--- src/rtl/ioblock_cfg_pkg.sv ---
// Shared types and constants for the ioblock50 configuration controller.
// Holds the word width, TSMUX encodings, the FSM state encoding and the reserved-encoding check.
package ioblock_cfg_pkg;

    localparam int CFG_W = 3;

    localparam logic [1:0] TS_OFF  = 2'b00;
    localparam logic [1:0] TS_CTRL = 2'b01;
    localparam logic [1:0] TS_RSVD = 2'b10;
    localparam logic [1:0] TS_ON   = 2'b11;

    typedef enum logic [2:0] {
        ST_IDLE,
        ST_LOAD,
        ST_SHIFT,
        ST_LATCH,
        ST_FIN
    } cfg_state_t;

    function automatic logic is_rsvd_ts(input logic [1:0] ts);
        return ts == TS_RSVD;
    endfunction

endpackage

--- src/rtl/ioblock_cfg_shifter.sv ---
// Parallel-in serial-out image register, MSB shown first; load and shift take effect on the next edge.
// No backpressure: shifts every cycle shift is high, load has priority.
module ioblock_cfg_shifter #(
    parameter int W = 24
) (
    input  logic         IOCLK,
    input  logic         RESETN,
    input  logic         load,
    input  logic [W-1:0] load_dat,
    input  logic         shift,
    output logic         sout
);

    logic [W-1:0] sreg_q;

    always_ff @(posedge IOCLK or negedge RESETN) begin
        if (!RESETN) begin
            sreg_q <= '0;
        end else if (load) begin
            sreg_q <= load_dat;
        end else if (shift) begin
            sreg_q <= {sreg_q[W-2:0], 1'b0};
        end
    end

    assign sout = sreg_q[W-1];

endmodule

--- src/rtl/ioblock_cfg_ctrl.sv ---
// Collects one config word per I/O block, shifts the image down the chain and pulses a single latch.
// 4*NUM_IO+2 cycles START->DONE plus host stalls; host throttled by WR_READY (LOAD only), SHIFT never stalls.
module ioblock_cfg_ctrl #(
    parameter int NUM_IO = 8,
    parameter int CFG_W  = 3
) (
    input  logic             IOCLK,
    input  logic             RESETN,
    input  logic             START,
    input  logic             WR_VALID,
    output logic             WR_READY,
    input  logic [CFG_W-1:0] WR_DATA,
    output logic             CFG_DATA,
    output logic             CFG_EN,
    output logic             CFG_LATCH,
    output logic             BUSY,
    output logic             DONE,
    output logic             ERR
);

    import ioblock_cfg_pkg::*;

    localparam int NBITS = NUM_IO * CFG_W;
    localparam int IDX_W = (NUM_IO > 1) ? $clog2(NUM_IO) : 1;
    localparam int BC_W  = $clog2(NBITS);
    localparam logic [IDX_W-1:0] IDX_LAST = IDX_W'(NUM_IO - 1);
    localparam logic [BC_W-1:0]  BC_LAST  = BC_W'(NBITS - 1);

    cfg_state_t       state_q, state_d;
    logic [IDX_W-1:0] idx_q;
    logic [BC_W-1:0]  bcnt_q;
    logic [NBITS-1:0] buf_q;
    logic [NBITS-1:0] load_img;
    logic             err_q;
    logic             xfer;
    logic             idx_last;
    logic             bcnt_last;
    logic             shift_out;

    assign idx_last  = (idx_q == IDX_LAST);
    assign bcnt_last = (bcnt_q == BC_LAST);
    assign xfer      = WR_READY & WR_VALID;

    always_ff @(posedge IOCLK or negedge RESETN) begin
        if (!RESETN) begin
            state_q <= ST_IDLE;
        end else begin
            state_q <= state_d;
        end
    end

    always_comb begin
        state_d   = state_q;
        WR_READY  = 1'b0;
        BUSY      = 1'b1;
        CFG_EN    = 1'b0;
        CFG_LATCH = 1'b0;
        DONE      = 1'b0;
        unique case (state_q)
            ST_IDLE: begin
                BUSY = 1'b0;
                if (START) state_d = ST_LOAD;
            end
            ST_LOAD: begin
                WR_READY = 1'b1;
                if (WR_VALID && idx_last) state_d = ST_SHIFT;
            end
            ST_SHIFT: begin
                CFG_EN = 1'b1;
                if (bcnt_last) state_d = ST_LATCH;
            end
            ST_LATCH: begin
                CFG_LATCH = 1'b1;
                state_d   = ST_FIN;
            end
            ST_FIN: begin
                DONE    = 1'b1;
                state_d = ST_IDLE;
            end
            default: begin
                BUSY    = 1'b0;
                state_d = ST_IDLE;
            end
        endcase
    end

    // Zeroed buffer means TSMUX=off on every block, so a reset never drives pads.
    always_ff @(posedge IOCLK or negedge RESETN) begin
        if (!RESETN) begin
            idx_q  <= '0;
            bcnt_q <= '0;
            buf_q  <= '0;
            err_q  <= 1'b0;
        end else begin
            if (state_q == ST_IDLE) begin
                idx_q  <= '0;
                bcnt_q <= '0;
                if (START) err_q <= 1'b0;
            end
            if (xfer) begin
                buf_q[int'(idx_q) * CFG_W +: CFG_W] <= WR_DATA;
                if (!idx_last) idx_q <= idx_q + IDX_W'(1);
                if (is_rsvd_ts(WR_DATA[CFG_W-1 -: 2])) err_q <= 1'b1;
            end
            if (state_q == ST_SHIFT && !bcnt_last) begin
                bcnt_q <= bcnt_q + BC_W'(1);
            end
        end
    end

    // The last word is still on WR_DATA when the shifter loads, so splice it in here.
    always_comb begin
        load_img = buf_q;
        load_img[NBITS-1 -: CFG_W] = WR_DATA;
    end

    ioblock_cfg_shifter #(
        .W(NBITS)
    ) u_shifter (
        .IOCLK   (IOCLK),
        .RESETN  (RESETN),
        .load    (xfer & idx_last),
        .load_dat(load_img),
        .shift   (CFG_EN),
        .sout    (shift_out)
    );

    assign CFG_DATA = shift_out & CFG_EN;
    assign ERR      = err_q;

endmodule

--- config.mk ---
export PLATFORM = sky130hd
export DESIGN_NAME = ioblock_cfg_ctrl
export DESIGN_NICKNAME = d
export VERILOG_FILES = /design/src/rtl/ioblock_cfg_pkg.sv /design/src/rtl/ioblock_cfg_shifter.sv /design/src/rtl/ioblock_cfg_ctrl.sv
export SDC_FILE = /design/constraint.sdc
export NUM_CORES = 1
export LEC_CHECK = 0
export CORE_UTILIZATION = 50
export CTS_CLUSTER_SIZE = 40
export DETAILED_ROUTE_END_ITERATION = 10
export GPL_TIMING_DRIVEN = 0
export PLACE_DENSITY = 0.8
export SKIP_CTS_REPAIR_TIMING = 1
export SLEW_MARGIN = 20
export SYNTH_ARGS = -nofsm -noshare
export SYNTH_HDL_FRONTEND = slang
export SYNTH_SLANG_ARGS = --single-unit
--- constraint.sdc ---
create_clock -name IOCLK -period 1.8 [get_ports IOCLK]
set_clock_uncertainty 0.15 [all_clocks]
set_input_delay 0.27 -clock IOCLK [delete_from_list [all_inputs] [get_ports IOCLK]]
set_output_delay 0.27 -clock IOCLK [all_outputs]
set_load 0.02 [all_outputs]
==> metrics.md <==
| Metric | Value |
|---|---|
| DRC violations left | `0` |
| Worst Hold Class | `reg2reg` |
| Met2 Wirelength | `3.05 mm` |
| Initial antenna violation count | `0` |
| Met1 Wirelength | `2.87 mm` |
| Largest net degree at the start of global routing | `58` |
| Vias/cell | `5.78` |
| Syn Inst Count | `226` |
| CTS Root Cell | `clkbuf_8` |
| CP arrival | `1.67 ns` |
| Leak | `0.00176 uW` |
| Met3 WL | `252 um` |
| Average routed wire per standard cell | `18.1 um` |
| CTS buffer count | `9` |
| Seq/Total Area, Yosys | `52.7%` |
| Dpl cell area | `0.00295 mm^2` |
| First-pass GRT wire length | `9.20 mm` |
| Syn. warnings | `0` |
| Number of global-route vias before repair | `1827` |
| Die width | `75.6 um` |
| Clock buffer depth | `2` |
| Post-Syn Nets | `239` |
| Hold Path Sink | `buf_q[20]` |
| WHS Path Cells | `1` |
| Count of flip-flops with a built-in enable after synthesis | `0` |
| Clk_lat worst skew | `0.35 ns` |
| # fillers | `364` |
| DR vias | `2013` |
| PwrDens | `1530 mW/mm^2` |
| Nets | `286` |
| IO Count | `14` |
| Total Routing Usage GR | `22.7%` |
| Area growth syn-to-layout | `29.1%` |
| RSZ-0062 raised after global routing | `yes` |
| R2r endpoint | `u_shifter.sreg_q[16]` |
| Max Slew Vio Count | `0` |
| Netlist cell types | `41` |
| Die height | `75.6 um` |
| # diodes | `0` |
| Initial DRC count | `208` |
| Core area | `0.00517 mm^2` |
| R2R depth | `7` |
| ANT nets after route | `0` |
| Max-Cap Viols | `0` |
| VDD IR max | `1.56 mV` |
| Clock slew at reported path FFs | `0.06 ns` |
| Full die area | `0.00572 mm^2` |
| Mean post-synth cell area | `12.0 um^2` |
| Register area | `0.00143 mm^2` |
| Slew Limit Headroom | `52.0%` |
| Asr flop ratio synth | `100%` |
| CP startpoint kind | `flop` |
| Cell Area, Synth | `0.00271 mm^2` |
| RR Startpoint | `state_q[2]` |
| Final hold vios | `0` |
| Worst-path fanout max | `4` |
| Violations in the final reports | `negative setup slack` |
| Post-route minimum period | `2.09 ns` |
| CTS tree | `yes` |
| CTS H-tree lvls | `3` |
| Port Buffers | `13` |
| Setup ws final | `-0.290 ns` |
| Measured slew at the worst slew-check pin | `0.720 ns` |
| Drt total wl | `6.28 mm` |
| Cell area after layout | `0.00350 mm^2` |
| Worst hold slack | `0.340 ns` |
| Proportion of layout cells with a drive suffix above 1 | `33.8%` |
| Highest routed layer | `met4` |
| Reg-to-reg slack, setup | `-0.09 ns` |
| First drt pass iteration count | `4` |
| # rows | `26` |
| Worst setup EP type | `output port` |
| Outcome | `complete, but fails checks` |
| Routability cong. | `0.767` |
| Crit share post-route | `116%` |
| Worst setup path class | `reg2out` |
| Detailed Place HPWL | `3.86 mm` |
| HP Start | `buf_q[20]` |
| CTS sink cnt | `57` |
| Required time of the critical path | `1.38 ns` |
| Multi-input logic area | `0.00129 mm^2` |
| Initial Util | `52.4%` |
| DP Worst Slack | `-0.564 ns` |
| Yosys reg bits | `57` |
| F_max | `478 MHz` |
| Top FF cell, synth | `dfrtp_1` |
| Final setup viols | `31` |
| Total gr overflow | `0` |
[critical path, cell delays in order, from the launching register on]
cell,delay (ns)
dfrtp_1,0.39
buf_6,0.13
or3b_4,0.40
inv_4,0.08
buf_8,0.10
and2_4,0.13
buf_6,0.10
[cells in the mapped netlist (2+ instances only)]
| cell | instances | area (um^2) |
|---|---|---|
| a21oi_1 | 2 | 10.0 |
| and3b_1 | 2 | 17.5 |
| a32o_1 | 2 | 20.0 |
| o21a_1 | 2 | 15.0 |
| a221o_1 | 23 | 230 |
| and3_1 | 23 | 144 |
| inv_2 | 2 | 7.51 |
| ha_1 | 6 | 75.1 |
| o21ai_1 | 3 | 15.0 |
| and2_1 | 8 | 50.1 |
| buf_4 | 2 | 15.0 |
| nand2_1 | 12 | 45.0 |
| nor3_1 | 2 | 10.0 |
| mux2_1 | 16 | 180 |
| buf_6 | 4 | 45.0 |
| nand3_1 | 8 | 40.0 |
| buf_2 | 5 | 25.0 |
| nor2_1 | 3 | 11.3 |
| xor2_1 | 2 | 17.5 |
| nor2b_1 | 2 | 12.5 |
| mux2i_1 | 9 | 90.1 |
| dfrtp_1 | 57 | 1430 |
| clkbuf_1 | 3 | 11.3 |
| nor3b_1 | 2 | 15.0 |
| inv_1 | 10 | 37.5 |
[flip-flops by register name (all words and copies together), names as in the netlist]
signal            flops
ERR                   1
u_shifter.sreg_q     24
state_q               3
buf_q                21
bcnt_q                5
idx_q                 3
[metrics by stage]
step | total power (uW) | cells | util (%) | TNS [ns]
floorplan | 3120 | 226 | - | 0
global placement | 3510 | 309 | 57.0 | -88.20
detailed placement | 3580 | 309 | 56.9 | -8.54
CTS | 4830 | 325 | 61.0 | -9.07
global route | 5630 | 348 | 67.6 | -4.50
finish | 5350 | 348 | 67.6 | -2.47
[worst max path at each step]
stage               start   endpoint  slack, ns  depth (start not counted)
2_1_floorplan  state_q[1]  buf_q[12]       0.01                          5
3_3_place_gp       RESETN   idx_q[1]      -1.42                          1
3_5_place_dp   state_q[2]   CFG_DATA      -0.56                          6
4_1_cts        state_q[2]   CFG_DATA      -0.93                          6
5_1_grt        state_q[2]   CFG_DATA      -0.36                          6
6_report       state_q[2]   CFG_DATA      -0.29                          6
[power by group]
part	leakage, uW	total, uW	switching, uW	internal, uW
registers	0.000744	2130	372	1760
logic	0.000906	1980	920	1060
clock network	0.000107	1250	495	751
[layout by cell type (no fill, tap or decap), types with 9 or more instances in the layout]
cell / count
a221o_1: 23
and3_1: 22
buf_4: 23
buf_6: 12
clkbuf_8: 12
dfrtp_1: 54
mux2_1: 10
mux2i_1: 9
nand2_1: 11
[kinds of logic (layout without fill, tap and decap cells)]
group | Yosys count | count (layout) | synth area share, %
buf+inv | 26 | 78 | 5.22
fa+ha+maj | 6 | 6 | 2.77
flops | 57 | 57 | 52.7
xor+xnor | 3 | 3 | 0.970
compound gates | 37 | 37 | 12.2
simple gates | 71 | 71 | 15.8
mux | 26 | 26 | 10.4
[cell type report]
class / count / area share, %
Sequential cell: 57 / 40.9
Multi-Input combinational cell: 143 / 37.0
Timing Repair Buffer: 36 / 8.80
Clock buffer: 14 / 4.94
Buffer: 14 / 3.44
Tap cell: 70 / 2.51
Inverter: 12 / 1.43
Clock inverter: 2 / 1.00
[routing by layer]
metal,vias up,GRT usage [%]
li1,933,-
met1,1020,31.4
met2,47,33.5
met3,13,5.69
met4,0,11.3
met5,-,0
No activity file was read; power rests on OpenSTA's default activity.
